**src/rtl/mem_access.sv**
```systemverilog
// ---------------------------------------------------------------------------
// mem_access
//   Load/store pipeline stage placed directly after execute. Non-memory
//   instructions pass through with one cycle of latency. Loads and stores are
//   captured into hold registers and run over a req/gnt/rvalid data-memory
//   port, with the upstream pipeline stalled until the access completes.
//
// Ports
//   clk, rst_n        clock, synchronous active-low reset
//   instr_i           instruction from execute
//   alu_result_i      ALU result / effective address
//   rs2_i             store data source
//   instr_o           instruction to write-back (0 = bubble)
//   result_o          write-back data
//   sel_rd_o          destination register (0 = no write)
//   stall_o           upstream must hold its inputs while high
//   misalign_o        one-cycle pulse when a misaligned access is dropped
//   dmem_req_o        memory request
//   dmem_we_o         1 = store
//   dmem_addr_o       word-aligned memory address
//   dmem_be_o         byte enables
//   dmem_wdata_o      lane-replicated store data
//   dmem_gnt_i        request accepted
//   dmem_rvalid_i     load data valid
//   dmem_rdata_i      load data
// ---------------------------------------------------------------------------
module mem_access #(
  parameter int ADDR_W = 32
) (
  input  logic              clk,
  input  logic              rst_n,
  input  logic [31:0]       instr_i,
  input  logic [31:0]       alu_result_i,
  input  logic [31:0]       rs2_i,
  output logic [31:0]       instr_o,
  output logic [31:0]       result_o,
  output logic [4:0]        sel_rd_o,
  output logic              stall_o,
  output logic              misalign_o,
  output logic              dmem_req_o,
  output logic              dmem_we_o,
  output logic [ADDR_W-1:0] dmem_addr_o,
  output logic [3:0]        dmem_be_o,
  output logic [31:0]       dmem_wdata_o,
  input  logic              dmem_gnt_i,
  input  logic              dmem_rvalid_i,
  input  logic [31:0]       dmem_rdata_i
);

  localparam logic [6:0] OPC_LOAD  = 7'b0000011;
  localparam logic [6:0] OPC_STORE = 7'b0100011;
  localparam logic [6:0] OPC_OP    = 7'b0110011;

  typedef enum logic [1:0] {
    IDLE   = 2'd0,
    REQ    = 2'd1,
    WAIT_R = 2'd2
  } state_t;

  state_t state, next_state;

  logic [31:0] hold_instr;
  logic [31:0] hold_addr;
  logic [31:0] hold_rs2;

  logic [31:0] instr_d;
  logic [31:0] result_d;
  logic [4:0]  sel_rd_d;
  logic        misalign_d;

  logic        in_load, in_store, in_mem, in_rtype, in_misalign;
  logic        capture;
  logic        hold_store;
  logic [2:0]  hold_f3;
  logic [7:0]  load_byte;
  logic [15:0] load_half;
  logic [31:0] load_data;

  // Decode of the incoming instruction. Unsupported funct3 values on the
  // LOAD/STORE opcodes fall through as ordinary non-memory instructions.
  always_comb begin
    in_load     = 1'b0;
    in_store    = 1'b0;
    in_misalign = 1'b0;
    if (instr_i[6:0] == OPC_LOAD) begin
      case (instr_i[14:12])
        3'b000, 3'b001, 3'b010, 3'b100, 3'b101: in_load = 1'b1;
        default:                                 in_load = 1'b0;
      endcase
    end
    if (instr_i[6:0] == OPC_STORE) begin
      case (instr_i[14:12])
        3'b000, 3'b001, 3'b010: in_store = 1'b1;
        default:                in_store = 1'b0;
      endcase
    end
    // funct3[1:0] encodes the access size for both loads and stores
    case (instr_i[13:12])
      2'b01:   in_misalign = alu_result_i[0];
      2'b10:   in_misalign = (alu_result_i[1:0] != 2'b00);
      default: in_misalign = 1'b0;
    endcase
  end

  assign in_mem     = in_load | in_store;
  assign in_rtype   = (instr_i[6:0] == OPC_OP);
  assign capture    = (state == IDLE) && in_mem && !in_misalign;
  assign hold_store = (hold_instr[6:0] == OPC_STORE);
  assign hold_f3    = hold_instr[14:12];

  // Load data extraction from the returned word, using the held address
  // to pick the byte/halfword lane.
  always_comb begin
    case (hold_addr[1:0])
      2'b00:   load_byte = dmem_rdata_i[7:0];
      2'b01:   load_byte = dmem_rdata_i[15:8];
      2'b10:   load_byte = dmem_rdata_i[23:16];
      default: load_byte = dmem_rdata_i[31:24];
    endcase
    load_half = hold_addr[1] ? dmem_rdata_i[31:16] : dmem_rdata_i[15:0];
    case (hold_f3)
      3'b000:  load_data = {{24{load_byte[7]}}, load_byte};
      3'b100:  load_data = {24'h000000, load_byte};
      3'b001:  load_data = {{16{load_half[15]}}, load_half};
      3'b101:  load_data = {16'h0000, load_half};
      default: load_data = dmem_rdata_i;
    endcase
  end

  // State register
  always_ff @(posedge clk) begin
    if (!rst_n) state <= IDLE;
    else        state <= next_state;
  end

  // Next-state logic. gnt and rvalid only matter in the state expecting them,
  // so a stray rvalid after a reset-abandoned load is harmlessly ignored.
  always_comb begin
    next_state = state;
    case (state)
      IDLE:    if (capture) next_state = REQ;
      REQ:     if (dmem_gnt_i) next_state = hold_store ? IDLE : WAIT_R;
      WAIT_R:  if (dmem_rvalid_i) next_state = IDLE;
      default: next_state = IDLE;
    endcase
  end

  // Output logic: memory port driven from the hold registers so it stays
  // stable until gnt, plus the next values of the write-back registers.
  always_comb begin
    stall_o      = (state != IDLE);
    dmem_req_o   = (state == REQ);
    dmem_we_o    = (state == REQ) && hold_store;
    dmem_addr_o  = {hold_addr[ADDR_W-1:2], 2'b00};
    case (hold_f3[1:0])
      2'b00:   dmem_be_o = 4'b0001 << hold_addr[1:0];
      2'b01:   dmem_be_o = 4'b0011 << hold_addr[1:0];
      default: dmem_be_o = 4'b1111;
    endcase
    case (hold_f3[1:0])
      2'b00:   dmem_wdata_o = {4{hold_rs2[7:0]}};
      2'b01:   dmem_wdata_o = {2{hold_rs2[15:0]}};
      default: dmem_wdata_o = hold_rs2;
    endcase

    instr_d    = 32'h0;
    result_d   = 32'h0;
    sel_rd_d   = 5'd0;
    misalign_d = 1'b0;
    case (state)
      IDLE: begin
        if (in_mem) begin
          misalign_d = in_misalign;
        end else begin
          instr_d  = instr_i;
          result_d = alu_result_i;
          sel_rd_d = in_rtype ? instr_i[11:7] : 5'd0;
        end
      end
      REQ: begin
        if (dmem_gnt_i && hold_store) instr_d = hold_instr;
      end
      WAIT_R: begin
        if (dmem_rvalid_i) begin
          instr_d  = hold_instr;
          result_d = load_data;
          sel_rd_d = hold_instr[11:7];
        end
      end
      default: ;
    endcase
  end

  // Write-back registers and hold registers for the in-flight access
  always_ff @(posedge clk) begin
    if (!rst_n) begin
      instr_o    <= 32'h0;
      result_o   <= 32'h0;
      sel_rd_o   <= 5'd0;
      misalign_o <= 1'b0;
      hold_instr <= 32'h0;
      hold_addr  <= 32'h0;
      hold_rs2   <= 32'h0;
    end else begin
      instr_o    <= instr_d;
      result_o   <= result_d;
      sel_rd_o   <= sel_rd_d;
      misalign_o <= misalign_d;
      if (capture) begin
        hold_instr <= instr_i;
        hold_addr  <= alu_result_i;
        hold_rs2   <= rs2_i;
      end
    end
  end

endmodule

```
**config.mk**
```make
export PLATFORM = sky130hd
export DESIGN_NAME = mem_access
export DESIGN_NICKNAME = d
export VERILOG_FILES = /design/src/rtl/mem_access.sv
export SDC_FILE = /design/constraint.sdc
export NUM_CORES = 1
export LEC_CHECK = 0
export ABC_AREA = 1
export BUFFER_PORTS_ARGS = -buffer_cell sky130_fd_sc_hd__buf_4
export CAP_MARGIN = 20
export CORE_ASPECT_RATIO = 0.5
export CORE_UTILIZATION = 50
export DETAILED_ROUTE_END_ITERATION = 12
export PLACE_DENSITY = 0.76
export SLEW_MARGIN = 10
export SYNTH_ARGS = -nofsm -noshare
export SYNTH_HDL_FRONTEND = slang
export SYNTH_SLANG_ARGS = --single-unit
```
**constraint.sdc**
```tcl
create_clock -name clk -period 4.7 [get_ports clk]
set_input_delay 0.94 -clock clk [delete_from_list [all_inputs] [get_ports clk]]
set_output_delay 0.94 -clock clk [all_outputs]
set_load 0.01 [all_outputs]
```
Yosys cells after proc, flatten, opt, wreduce, memory -nomap -nowiden
Index checks and enable logic that the tools add are counted.

operators by class
  shift operators = 2
  mux-type cells = 26
  equal/unequal tests = 21
  bitwise gates (word level) = 1
  reductions and logical operators = 16

operators by type and width
  kind                  number
  $mux W32              5
  $pmux W32 S2          2
  $pmux W32 S4          1
  $pmux W32 S3          1
  $pmux W8 S3           1
  $eq A7 B6 Y1 const B  3
  $mux W16              1
  $mux W5               3
  $eq A3 B3 Y1 const B  4
  $pmux W5 S2           1
  $eq A2 B1 Y1 const B  4
  $mux W2               4
  $pmux W4 S2           1
  $eq A7 B2 Y1 const B  1
  $eq A2 B2 Y1 const B  3
  $eq A3 B1 Y1 const B  2
  $logic_not A2 Y1      3
  $logic_not A3 Y1      2
  $pmux W2 S3           1
  $reduce_and A3 Y1     2
  $reduce_or A5 Y1      1
  $logic_and A1 B1 Y1   4
  $mux W1               4
  $ne A2 B2 Y1 const B  2
  9 further kinds       10

word-level totals
  output and inout port bits = 141
  register bits after elaboration = 168
  input bits = 132

Depth between registers and ports, before layout
  word-level depth = 9
  mapped depth = 11
  depth with buffers taken out = 9

Worst setup path after synthesis
Ideal clock, no wire load.

  kind = reg2out
  start = reg hold_instr[2]
  end = out dmem_we_o
  slack = 2442 ps
  data arrival time = 1318 ps
  cell stages (with the launch flop) = 7
  path buffers = 1
  cells stage by stage = dfxtp_1 > nor2_1 > nand3_1 > nor2_2 > clkbuf_1 > inv_1 > nor3_1

on the way
  word-level cells in the longest chain between the ends = 2

ends and longest elaborated chain
  element                   RTL line  RTL
  start: declaration        62        logic [31:0] hold_instr;
  start signal: assignment  210       hold_instr <= instr_i;
  $eq A7 B6 Y1              108       assign hold_store = (hold_instr[6:0] == OPC_STORE);
  $logic_and A1 B1 Y1       153       dmem_we_o = (state == REQ) && hold_store;
  end: declaration          41        output logic dmem_we_o,

No other way between the ends.

Final worst setup path
  start = reg hold_instr[13]
  end = out dmem_be_o[2]

on the way
  word-level cells in the longest chain between the ends = 2
  elaborated cells between the ends (all ways) = 3
  classes of those cells = 1 x eq/ne; 1 x mux; 1 x reduce/logical

ends and longest elaborated chain
  element                                                  RTL line  RTL
  $eq A2 B1 Y1 / $logic_not A2 Y1 (equally long branches)  155       case (hold_f3[1:0])
  $pmux W4 S2 (*)                                          155
  end: declaration                                         43        output logic [3:0] dmem_be_o,

Mark *: on every way between the ends. The rest lies on a longest branch, timed or not.

==> impl_metrics.ini <==
[status]
status = finished, final reports clean

[floorplanning]
die_x_um = 185
rows = 32
die_height_um = 93.4
boundaryPins = 273
core_region_area_um2 = 15900
dieArea_um2 = 17300
initial_core_util = 0.527

[layout]
utilization = 0.676
drive_gt1_frac = 0.220
num-fill-cells = 1418
multi_input_area_um2 = 3720
antennaDiodeCount = 0
layout-area-overhead-vs-synth_pct = 28.2
final_nets = 1640
layout.area.seq_um2 = 3360

[routing]
drt_iter0_drc = 555
firstDrtPassIters = 7
vias = 8592
ant_nets = 0
routedWlPerCell_um = 14.0
routed_via_density = 4.94
drt_wl_total_um = 24300
drc_errors = 0

[timing]
finalMaxSlewViolations = 0
period_share = 0.722
setup-tns-final_ns = 0
skew_ns = 0.0126
rsz0062_at_grt = false
tightestPinTransition_ns = 1.04
post-route-min-period_ns = 3.39
setup-violations-final = 0
max_slew_margin = 0.308
hold_viol = 0
fin_ws_ns = 1.31
fmaxAchievable_mhz = 295

[cts]
cts_tree = done
ctsResizeCount = 0
cts_buffer_depth = 2
cts.sinks = 168
clk_latency_ns = 0.43
cts_root_buf = clkbuf_16
postCtsSetupRepairBufs = 0
cts_hold_buf = 0
cts_made_buffers = 17
cts.htree.levels = 4
clkTransAtPathRegs_ns = 0.07

[power]
p_leak_nw = 5.92
powerDensity_nw_per_um2 = 293
vdd_drop_max_mv = 0.286

[global_routing]
antenna_found_initial = 0
gr-usage-all-layers = 0.282
grt_pass1_wl_um = 38600
grt_max_degree = 103
grt_pass1_vias = 7928
globalRouteOverflowTotal = 0

[worst_setup_path]
crit_fanout = 32
startpoint_type = register
end_kind = output port
required_ns = 3.76
worstSetupPathType = reg -> out
arrival_ns = 2.45

[synth]
synthCells = 1323
yosys_warnings = 0
synth_cell_types = 30
yosysSeqAreaShare = 0.403
ys_ff_latch = 168
synth.avg_cell_area_um2 = 6.31
netlist_area_um2 = 8350

[place]
place.port_buffers = 270
dpl.hpwl_um = 16700
pre_cts_ws_ns = 0.999
place.gp.congestion = 0.940

[run]
maxCapViolCount = 0

[min_path]
hold_path.class = reg -> reg
==> stage by stage <==
| step | power (mW) | std cells | hold slack (ns) | instance area (um2) |
|---|---|---|---|---|
| 2_1_floorplan | 1.64 | 1324 | 0.432 | 8360 |
| 3_3_place_gp | 1.81 | 1705 | 0.444 | 10100 |
| 3_5_place_dp | 1.81 | 1706 | 0.450 | 10100 |
| 4_1_cts | 3.16 | 1738 | 0.461 | 10700 |
| 5_1_grt | 3.25 | 1739 | 0.479 | 10700 |
| 6_report | 3.14 | 1739 | 0.458 | 10700 |
==> flip-flops by register name, indices dropped and copies added (netlist names) <==
| register | flops |
|---|---|
| hold_instr | 32 |
| result_o | 32 |
| hold_addr | 32 |
| hold_rs2 | 32 |
| state | 2 |
| sel_rd_o | 5 |
| instr_o | 32 |
| misalign_o | 1 |
==> final cells by class <==
class | count | share of cell area
clock buffer | 17 | 0.0397
clock inverter | 15 | 0.0133
inverter | 177 | 0.0620
multi-input combinational | 861 | 0.347
sequential | 168 | 0.314
tap | 221 | 0.0258
timing repair buffer | 280 | 0.198
==> path summary, 6_finish.rpt <==
kind	cells after the start	endpoint	startpoint	slack, ns
setup / recovery	5	dmem_be_o[2]	hold_instr[13]	1.31
hold / removal	2	hold_instr[3]	hold_instr[3]	0.46
setup reg to reg	8	hold_rs2[15]	state[1]	1.71
hold reg to reg	2	hold_instr[3]	hold_instr[3]	0.46
==> layout by cell type (no fill, tap or decap), types with 4 or more instances in the layout <==
cell / Yosys / layout
nand2_1: 346 / 345
buf_4: 40 / 279
nor2_1: 253 / 252
inv_1: 172 / 172
dfxtp_1: 168 / 168
nand3_1: 103 / 103
a21oi_1: 61 / 61
o21ai_0: 37 / 37
nand4_1: 26 / 26
clkbuf_16: 0 / 17
o221ai_1: 8 / 8
inv_6: 0 / 7
inv_2: 5 / 5
or2_2: 4 / 4
nor2_2: 3 / 4
nand2_2: 3 / 4
==> per-layer routing <==
layer / GRT usage / up-vias / routed length (um)
met5: 0 / - / 0
met2: 0.481 / 307 / 11700
met3: 0.0510 / 41 / 1540
met4: 0.0944 / 0 / 448
met1: 0.360 / 3883 / 10600
li1: - / 4361 / -
==> logic make-up (layout without fill, tap and decap cells) <==
family	count (synthesis)	after routing	synth area share
AOI/OAI and AO/OA	111	111	0.0712
buffers and inverters	295	489	0.155
adders and majority gates	3	3	0.00449
and+or+nand+nor	745	745	0.367
other	1	2	0.000449
DFF	168	168	0.403
==> critical path, cell delays in order (launching register included) <==
cell and delay [ns]:
dfxtp_1 0.78, inv_2 0.46, nand2_1 0.32, inv_1 0.12, a22oi_1 0.18, buf_4 0.16
==> Yosys cell counts <==
cell | instances | area share
a21oi_1 | 61 | 0.037
a22oi_1 | 1 | 0.00090
buf_1 | 2 | 0.00090
buf_2 | 21 | 0.013
buf_4 | 40 | 0.036
buf_6 | 1 | 0.0013
clkbuf_1 | 54 | 0.024
conb_1 | 1 | 0.00045
dfxtp_1 | 168 | 0.40
ha_1 | 3 | 0.0045
inv_1 | 172 | 0.077
inv_2 | 5 | 0.0022
nand2_1 | 346 | 0.16
nand2_2 | 3 | 0.0022
nand3_1 | 103 | 0.062
nand3_2 | 1 | 0.0012
nand3_4 | 1 | 0.0021
nand4_1 | 26 | 0.019
nand4_2 | 1 | 0.0015
nor2_1 | 253 | 0.11
nor2_2 | 3 | 0.0022
nor2_4 | 2 | 0.0027
nor3_1 | 1 | 0.00060
nor4_1 | 1 | 0.00075
o211ai_1 | 2 | 0.0018
o21ai_0 | 37 | 0.022
o21ai_1 | 1 | 0.00060
o221ai_1 | 8 | 0.0084
o22ai_1 | 1 | 0.00075
or2_2 | 4 | 0.0030
==> report_power, final <==
group	switching, mW	internal (mW)	leakage, nW	total, mW
clock network	0.620	0.742	0.276	1.36
registers	0.0137	1.46	1.37	1.47
logic	0.157	0.151	4.27	0.308
Power figures use the tool's default switching activity.
